**config.mk**
```make
export PLATFORM = sky130hd
export DESIGN_NAME = note_lane_queue
export DESIGN_NICKNAME = d
export VERILOG_FILES = /design/src/rtl/game_pkg.sv /design/src/rtl/note_slot_queue.sv /design/src/rtl/note_lane_queue.sv
export SDC_FILE = /design/constraint.sdc
export NUM_CORES = 1
export LEC_CHECK = 0
export ABC_AREA = 1
export CORE_ASPECT_RATIO = 1.5
export CORE_MARGIN = 1
export CORE_UTILIZATION = 35
export CTS_CLUSTER_SIZE = 24
export DETAILED_ROUTE_END_ITERATION = 6
export SYNTH_ARGS = -nofsm -noshare
export SYNTH_HDL_FRONTEND = slang
export SYNTH_SLANG_ARGS = --single-unit
```
**constraint.sdc**
```tcl
create_clock -name clk -period 3.45 [get_ports clk]
set_input_delay 0.5175 -clock clk [delete_from_list [all_inputs] [get_ports clk]]
set_output_delay 0.5175 -clock clk [all_outputs]
set_load 0.05 [all_outputs]
```
**src/rtl/game_pkg.sv**
```systemverilog
// Shared definitions for the note lane game: state encodings, default code width, event pulse bundle.
// No logic; types and constants only.
// Not applicable: no handshakes live here.
package game_pkg;

  typedef enum logic [1:0] {
    GS_IDLE  = 2'd0,
    GS_RUN   = 2'd1,
    GS_PAUSE = 2'd2,
    GS_DONE  = 2'd3
  } game_state_e;

  localparam int DEF_CODE_W = 8;

  // One-cycle scoring events, registered together so they share timing.
  typedef struct packed {
    logic hit;
    logic miss;
    logic wrong;
  } evt_t;

  localparam evt_t EVT_NONE  = 3'b000;
  localparam evt_t EVT_HIT   = 3'b100;
  localparam evt_t EVT_MISS  = 3'b010;
  localparam evt_t EVT_WRONG = 3'b001;

endpackage

```
**src/rtl/note_slot_queue.sv**
```systemverilog
// Compacting slot queue: slot 0 is the head; pop shifts everything down one slot, push appends.
// Latency: push/pop take effect at the next clock edge; read port and head are combinational from registers.
// Backpressure: none internally; the caller must not push when full or pop when empty.
module note_slot_queue
  import game_pkg::*;
#(
  parameter int DEPTH  = 8,
  parameter int CODE_W = DEF_CODE_W
) (
  input  logic                       clk,
  input  logic                       rst_n,
  input  logic                       clr_i,
  input  logic                       push_i,
  input  logic [CODE_W-1:0]          push_code_i,
  input  logic                       pop_i,
  input  logic [$clog2(DEPTH)-1:0]   rd_slot_i,
  output logic [CODE_W-1:0]          rd_code_o,
  output logic                       rd_valid_o,
  output logic [CODE_W-1:0]          head_code_o,
  output logic [$clog2(DEPTH+1)-1:0] count_o
);

  localparam int CNT_W = $clog2(DEPTH+1);

  logic [CODE_W-1:0] slot_q [DEPTH];
  logic [CODE_W-1:0] slot_d [DEPTH];
  logic [CNT_W-1:0]  count_q, count_d;
  logic [CNT_W-1:0]  wr_idx;

  // With a same-cycle pop the tail has already moved down one slot, so the write lands one lower.
  assign wr_idx = pop_i ? (count_q - 1'b1) : count_q;

  // Next slot contents: clear (optionally seeding slot 0), else shift on pop then write on push.
  always_comb begin
    slot_d  = slot_q;
    count_d = count_q;
    if (clr_i) begin
      for (int i = 0; i < DEPTH; i++) slot_d[i] = '0;
      if (push_i) slot_d[0] = push_code_i;
      count_d = push_i ? CNT_W'(1) : '0;
    end else begin
      if (pop_i) begin
        for (int i = 0; i < DEPTH-1; i++) slot_d[i] = slot_q[i+1];
        slot_d[DEPTH-1] = '0;
      end
      if (push_i) begin
        for (int i = 0; i < DEPTH; i++) begin
          if (CNT_W'(i) == wr_idx) slot_d[i] = push_code_i;
        end
      end
      count_d = count_q + CNT_W'(push_i) - CNT_W'(pop_i);
    end
  end

  // Slot storage and occupancy register.
  always_ff @(posedge clk or negedge rst_n) begin
    if (!rst_n) begin
      for (int i = 0; i < DEPTH; i++) slot_q[i] <= '0;
      count_q <= '0;
    end else begin
      slot_q  <= slot_d;
      count_q <= count_d;
    end
  end

  // Slots past the count are always zero, so validity is just an index compare.
  assign rd_valid_o  = (CNT_W'(rd_slot_i) < count_q);
  assign rd_code_o   = rd_valid_o ? slot_q[rd_slot_i] : '0;
  assign head_code_o = slot_q[0];
  assign count_o     = count_q;

endmodule

```
**src/rtl/note_lane_queue.sv**
```systemverilog
// Note lane game core: queue of expected scancodes, key matching, score/error counters, game FSM (combo bonus under NOTE_LANE_QUEUE_COMBO_EN).
// Latency: hit/miss/wrong pulse one cycle after the qualifying key/tick; read port is combinational.
// Backpressure: load_ready drops when the queue is full or the game is DONE; loads are dropped otherwise.
module note_lane_queue
  import game_pkg::*;
#(
  parameter int DEPTH   = 8,
  parameter int CODE_W  = DEF_CODE_W,
  parameter int SCORE_W = 10,
  parameter int MAX_ERR = 7,
  parameter int ERR_W   = 3
`ifdef NOTE_LANE_QUEUE_COMBO_EN
  ,
  parameter int COMBO_STEP = 4
`endif
) (
  input  logic                     clk,
  input  logic                     reset,
  input  logic                     start,
  input  logic                     pause,
  input  logic                     scroll_tick,
  input  logic                     load,
  input  logic [CODE_W-1:0]        load_code,
  output logic                     load_ready,
  input  logic                     key_valid,
  input  logic [CODE_W-1:0]        key_code,
  input  logic [$clog2(DEPTH)-1:0] rd_slot,
  output logic [CODE_W-1:0]        rd_code,
  output logic                     rd_valid,
  output logic [CODE_W-1:0]        head_code,
  output logic                     head_valid,
  output logic                     hit,
  output logic                     miss,
  output logic                     wrong,
  output logic [SCORE_W-1:0]       score,
  output logic [ERR_W-1:0]         err_count,
  output logic [1:0]               state,
  output logic                     done
`ifdef NOTE_LANE_QUEUE_COMBO_EN
  ,
  output logic [SCORE_W-1:0]       combo
`endif
);

  localparam int CNT_W = $clog2(DEPTH+1);
  localparam int SW1   = SCORE_W + 1;
  localparam int EW1   = ERR_W + 1;

  game_state_e        state_q, state_d;
  logic [SCORE_W-1:0] score_q, score_d;
  logic [ERR_W-1:0]   err_q, err_d;
  evt_t               evt_q, evt_d;

  logic [CNT_W-1:0]   count;
  logic               have, key_match, push, pop, clr;
  logic               play_en, hit_c, wrong_c, miss_c;
  logic [1:0]         score_inc;
  logic [SCORE_W:0]   score_sum;
  logic [ERR_W:0]     err_sum;
  logic [ERR_W-1:0]   err_sat;

  note_slot_queue #(
    .DEPTH  (DEPTH),
    .CODE_W (CODE_W)
  ) u_slots (
    .clk         (clk),
    .rst_n       (reset),
    .clr_i       (clr),
    .push_i      (push),
    .push_code_i (load_code),
    .pop_i       (pop),
    .rd_slot_i   (rd_slot),
    .rd_code_o   (rd_code),
    .rd_valid_o  (rd_valid),
    .head_code_o (head_code),
    .count_o     (count)
  );

  assign have       = (count != '0);
  assign key_match  = (key_code == head_code);
  assign load_ready = (int'(count) < DEPTH) && (state_q != GS_DONE);
  assign push       = load & load_ready;

  // Play happens only in RUN, and not in a cycle that restarts, pauses or is about to end the game.
  assign play_en = (state_q == GS_RUN) && !start && !pause && (err_q < ERR_W'(MAX_ERR));
  assign hit_c   = play_en & key_valid & have & key_match;
  assign wrong_c = play_en & key_valid & have & ~key_match;
  assign miss_c  = play_en & scroll_tick & have & ~hit_c;
  assign pop     = hit_c | miss_c;
  assign clr     = start && (state_q != GS_IDLE);

  assign score_sum = {1'b0, score_q} + SW1'(score_inc);
  assign err_sum   = {1'b0, err_q} + EW1'(wrong_c) + EW1'(miss_c);
  assign err_sat   = (err_sum > EW1'(MAX_ERR)) ? ERR_W'(MAX_ERR) : err_sum[ERR_W-1:0];

`ifdef NOTE_LANE_QUEUE_COMBO_EN
  logic [SCORE_W-1:0] combo_q, combo_d;
  logic [SCORE_W:0]   combo_sum;

  // Bonus is judged on the streak before this hit is counted.
  assign score_inc = (int'(combo_q) >= COMBO_STEP) ? 2'd2 : 2'd1;
  assign combo_sum = {1'b0, combo_q} + SW1'(1);

  // Hit streak: grows on hits, cleared by any error or by a (re)start.
  always_comb begin
    combo_d = combo_q;
    if (start)                combo_d = '0;
    else if (wrong_c || miss_c) combo_d = '0;
    else if (hit_c)           combo_d = combo_sum[SCORE_W] ? combo_q : combo_sum[SCORE_W-1:0];
  end

  // Hit streak register.
  always_ff @(posedge clk or negedge reset) begin
    if (!reset) combo_q <= '0;
    else        combo_q <= combo_d;
  end

  assign combo = combo_q;
`else
  assign score_inc = 2'd1;
`endif

  // Game FSM plus score/error/event next state.
  always_comb begin
    state_d = state_q;
    score_d = score_q;
    err_d   = err_q;
    evt_d   = EVT_NONE;
    if (start) begin
      state_d = GS_RUN;
      score_d = '0;
      err_d   = '0;
    end else begin
      unique case (state_q)
        GS_RUN: begin
          if (err_q >= ERR_W'(MAX_ERR)) state_d = GS_DONE;
          else if (pause)              state_d = GS_PAUSE;
          if (hit_c) score_d = score_sum[SCORE_W] ? '1 : score_sum[SCORE_W-1:0];
          err_d = err_sat;
          evt_d = (hit_c   ? EVT_HIT   : EVT_NONE)
                | (miss_c  ? EVT_MISS  : EVT_NONE)
                | (wrong_c ? EVT_WRONG : EVT_NONE);
        end
        GS_PAUSE: if (!pause) state_d = GS_RUN;
        default: ;
      endcase
    end
  end

  // State, counters and event pulse registers.
  always_ff @(posedge clk or negedge reset) begin
    if (!reset) begin
      state_q <= GS_IDLE;
      score_q <= '0;
      err_q   <= '0;
      evt_q   <= EVT_NONE;
    end else begin
      state_q <= state_d;
      score_q <= score_d;
      err_q   <= err_d;
      evt_q   <= evt_d;
    end
  end

  assign hit        = evt_q.hit;
  assign miss       = evt_q.miss;
  assign wrong      = evt_q.wrong;
  assign score      = score_q;
  assign err_count  = err_q;
  assign state      = state_q;
  assign done       = (state_q == GS_DONE);
  assign head_valid = have;

endmodule

```
==> flow_summary.yaml <==
status:
  outcome: "complete, no violations"
layout:
  antenna_cells_inserted: 0
  final_layout_size_suffix_gt1_frac: 0.0873
  num-nets-final: 974
  layout-area-overhead-vs-synth_pct: 19.9
timing:
  slew_viol_final: 0
  maxClockFrequency_mhz: 322
  period_minus_slack_ns: 3.11
  tightest_slew_ns: 0.868
  totalNegativeSetupSlack_ns: 0
  timing.final.setup_violations: 0
  fin_worst_skew_ns: 0.00983
  worst_slew_margin_rel: 0.421
  layout_worst_path_cycle_share: 0.901
  report.final.hold_viol_count: 0
  rsz0062_at_grt: "false"
cts:
  max-clock-path-buffers: 2
  worstSkewPairLatency_ns: 0.35
  cts_post_setup_buffers_inserted: 0
  holdBufCountCts: 0
  cts.htree.levels: 3
  ctsResizeCount: 0
  clock_tree_from_tritoncts: "done"
  path_clk_slew_ns: 0.07
  cts-buffers-inserted: 9
  root_buffer: "sky130_fd_sc_hd__clkbuf_16"
  clock-sinks: 86
synth:
  synth.top_cells.by_area: "sky130_fd_sc_hd__dfrtp_1 (35%), sky130_fd_sc_hd__nand2_1 (12%), sky130_fd_sc_hd__o21ai_0 (8.6%), sky130_fd_sc_hd__nor2_1 (8.3%), sky130_fd_sc_hd__inv_1 (6.3%)"
  number_of_synthesized_flops_with_an_enable_pin: 0
  post_synth.cell_area_avg_sq_um: 6.82
  synth.distinct_cells: 36
  synth_largest_area_cell: "sky130_fd_sc_hd__dfrtp_1"
  post_synthesis_cell_area_sq_mm: 0.00606
  yosysWarningCount: 0
  synth_largest_type_area_fraction: 0.355
  synthesis.instances: 889
  synth_seq_area_share: 0.355
  seq_cells_post_synth: 86
  syn_nets: 929
  postSynth.topFlopCell: "sky130_fd_sc_hd__dfrtp_1"
  async_set_or_reset_flop_fraction_in_the_synthesized_netlist: 1.00
routing:
  routed_wl_um: 17700
  ant_nets: 0
  route.vias.total: 5795
  wire_per_inst_um: 15.4
  drtIter0Drc: 345
  number_of_iterations_in_the_first_detailed_routing_pass: 6
  via_per_inst: 5.04
  drc_errors: 0
power_and_ir_drop:
  power.ir.vdd_worst_mv: 0.622
  leakage_nw: 3.42
  pwr_density_cell_mw_per_mm2: 692
  total_power_mw: 5.03
global_routing:
  global_route_wire_length_before_repair_um: 28600
  globalRouteOverflowTotal: 0
  grt_max_degree: 96
  first_global_vias: 5736
  grt_use_total: 0.209
  grt_antenna_before_repair: 0
die:
  die_height_um: 163
  row_count: 58
  die_area_sq_mm: 0.0179
  overall_die_width_um: 109
  area_of_the_core_region_sq_mm: 0.0168
  initial_utilization: 0.360
  io_pins: 64
worst_setup_path:
  worst-setup-path-type: "reg2reg"
  cp.required_ns: 3.67
  critical_path_fanout_max: 7
  crit_arrival_ns: 3.33
  cp-start-kind: "flip-flop"
  cp-end-kind: "flip-flop"
placement:
  dp.final_hpwl_um: 12500
  buffer_ports.inserted: 63
  gpl.final_weighted_congestion: 0.838
run:
  drv_cap: 0
worst_hold_path:
  holdCritPathClass: "in2async"
## state kept, by name (all words and copies together), names as in the netlist
signal,flops
u_slots.head_code_o,8
hit,1
u_slots.slot_q,56
state,2
u_slots.count_o,4
score,10
err_count,3
wrong,1
miss,1
## critical path: stages, from the launching register on
cell	delay, ns
sky130_fd_sc_hd__dfrtp_1	0.42
sky130_fd_sc_hd__inv_1	0.23
sky130_fd_sc_hd__ha_1	0.26
sky130_fd_sc_hd__nand2_2	0.12
sky130_fd_sc_hd__nand2_1	0.12
sky130_fd_sc_hd__nor2_4	0.06
sky130_fd_sc_hd__nand3_4	0.10
sky130_fd_sc_hd__nand2_4	0.09
sky130_fd_sc_hd__ha_1	0.46
sky130_fd_sc_hd__inv_1	0.24
sky130_fd_sc_hd__ha_1	0.29
sky130_fd_sc_hd__fa_1	0.38
sky130_fd_sc_hd__xor2_1	0.17
sky130_fd_sc_hd__nor2_1	0.06
## metrics by stage
stage                     area [sq um]  hold WS [ns]  worst slack [ns]  utilization  cells
after global routing              7270         0.258             0.187        0.432   1149
after floorplan                   6070         0.222            0.0948            -    889
after CTS                         7270         0.236             0.342        0.432   1149
after detailed placement          6920         0.561             0.141        0.411   1133
after global placement            6920         0.560             0.221        0.411   1133
final                             7270         0.204             0.342        0.432   1149
## path summary, 6_finish.rpt
check | from | endpoint | slack [ns] | depth (start not counted)
worst max-delay path | u_slots.count_o[1]$_DFF_PN0_ | u_slots.count_o[2]$_DFF_PN0_ | 0.34 | 13
worst min-delay path | reset | u_slots.slot_q[12]$_DFF_PN0_ | 0.20 | 2
worst max register to register | u_slots.count_o[1]$_DFF_PN0_ | u_slots.count_o[2]$_DFF_PN0_ | 0.34 | 13
worst min register to register | err_count[0]$_DFFE_PN0P_ | err_count[0]$_DFFE_PN0P_ | 0.58 | 2
max in group asynchronous | reset | state[1]$_DFFE_PN0P_ | 2.87 | 2
min in group clk | err_count[0]$_DFFE_PN0P_ | err_count[0]$_DFFE_PN0P_ | 0.58 | 2
## routing by layer
| metal | GRT usage | part of all wire | vias up |
|---|---|---|---|
| met5 | 0 | 0 | - |
| met4 | 0.0885 | 0.031 | 0 |
| met3 | 0.0259 | 0.033 | 30 |
| met2 | 0.394 | 0.54 | 126 |
| met1 | 0.230 | 0.39 | 2721 |
| li1 | - | - | 2918 |
## layout by cell type, fill, tap and decap left out, drive strengths merged, types with 4 or more instances in the layout
master / instances
nand3: 63
xor2: 4
buf: 32
inv: 113
ha: 12
nor2: 143
dfrtp: 86
clkbuf: 11
o21bai: 22
a21oi: 69
clkdlybuf4s50: 53
nand2: 196
xnor2: 4
o21ai: 111
## Yosys cell counts, types with 4 or more instances
cell	instances
sky130_fd_sc_hd__xor2_1	4
sky130_fd_sc_hd__inv_1	102
sky130_fd_sc_hd__inv_2	10
sky130_fd_sc_hd__o21ai_1	7
sky130_fd_sc_hd__nor2_8	4
sky130_fd_sc_hd__o21bai_1	22
sky130_fd_sc_hd__buf_2	15
sky130_fd_sc_hd__clkbuf_1	14
sky130_fd_sc_hd__dfrtp_1	86
sky130_fd_sc_hd__buf_4	13
sky130_fd_sc_hd__nand2_1	186
sky130_fd_sc_hd__buf_1	4
sky130_fd_sc_hd__xnor2_1	4
sky130_fd_sc_hd__buf_6	5
sky130_fd_sc_hd__a21oi_1	69
sky130_fd_sc_hd__ha_1	12
sky130_fd_sc_hd__o21ai_0	104
sky130_fd_sc_hd__nor2_1	134
sky130_fd_sc_hd__nand3_1	59
sky130_fd_sc_hd__nand2_4	7
## area by class of cell
type | instances | area (sq um)
fill | 1756 | 9560
inverter | 113 | 424
sequential | 86 | 2150
timing repair buffer | 85 | 883
tap | 210 | 263
multi-input combinational | 639 | 3190
clock inverter | 5 | 104
clock buffer | 11 | 253
## power by group
group | switching [mW] | internal, mW
logic | 1.63 | 0.841
clock network | 0.434 | 0.750
registers | 0.157 | 1.22
## cell families (layout without fill, tap and decap cells)
| family | Yosys count | in the layout | synth area share |
|---|---|---|---|
| AO/OA/AOI/OAI | 210 | 210 | 0.186 |
| XOR/XNOR | 8 | 8 | 0.0116 |
| adder cells (fa/ha/maj) | 14 | 14 | 0.0314 |
| buffers and inverters | 164 | 214 | 0.119 |
| flip-flops | 86 | 86 | 0.355 |
| AND/OR/NAND/NOR | 407 | 407 | 0.298 |
Power figures use the tool's default switching activity.
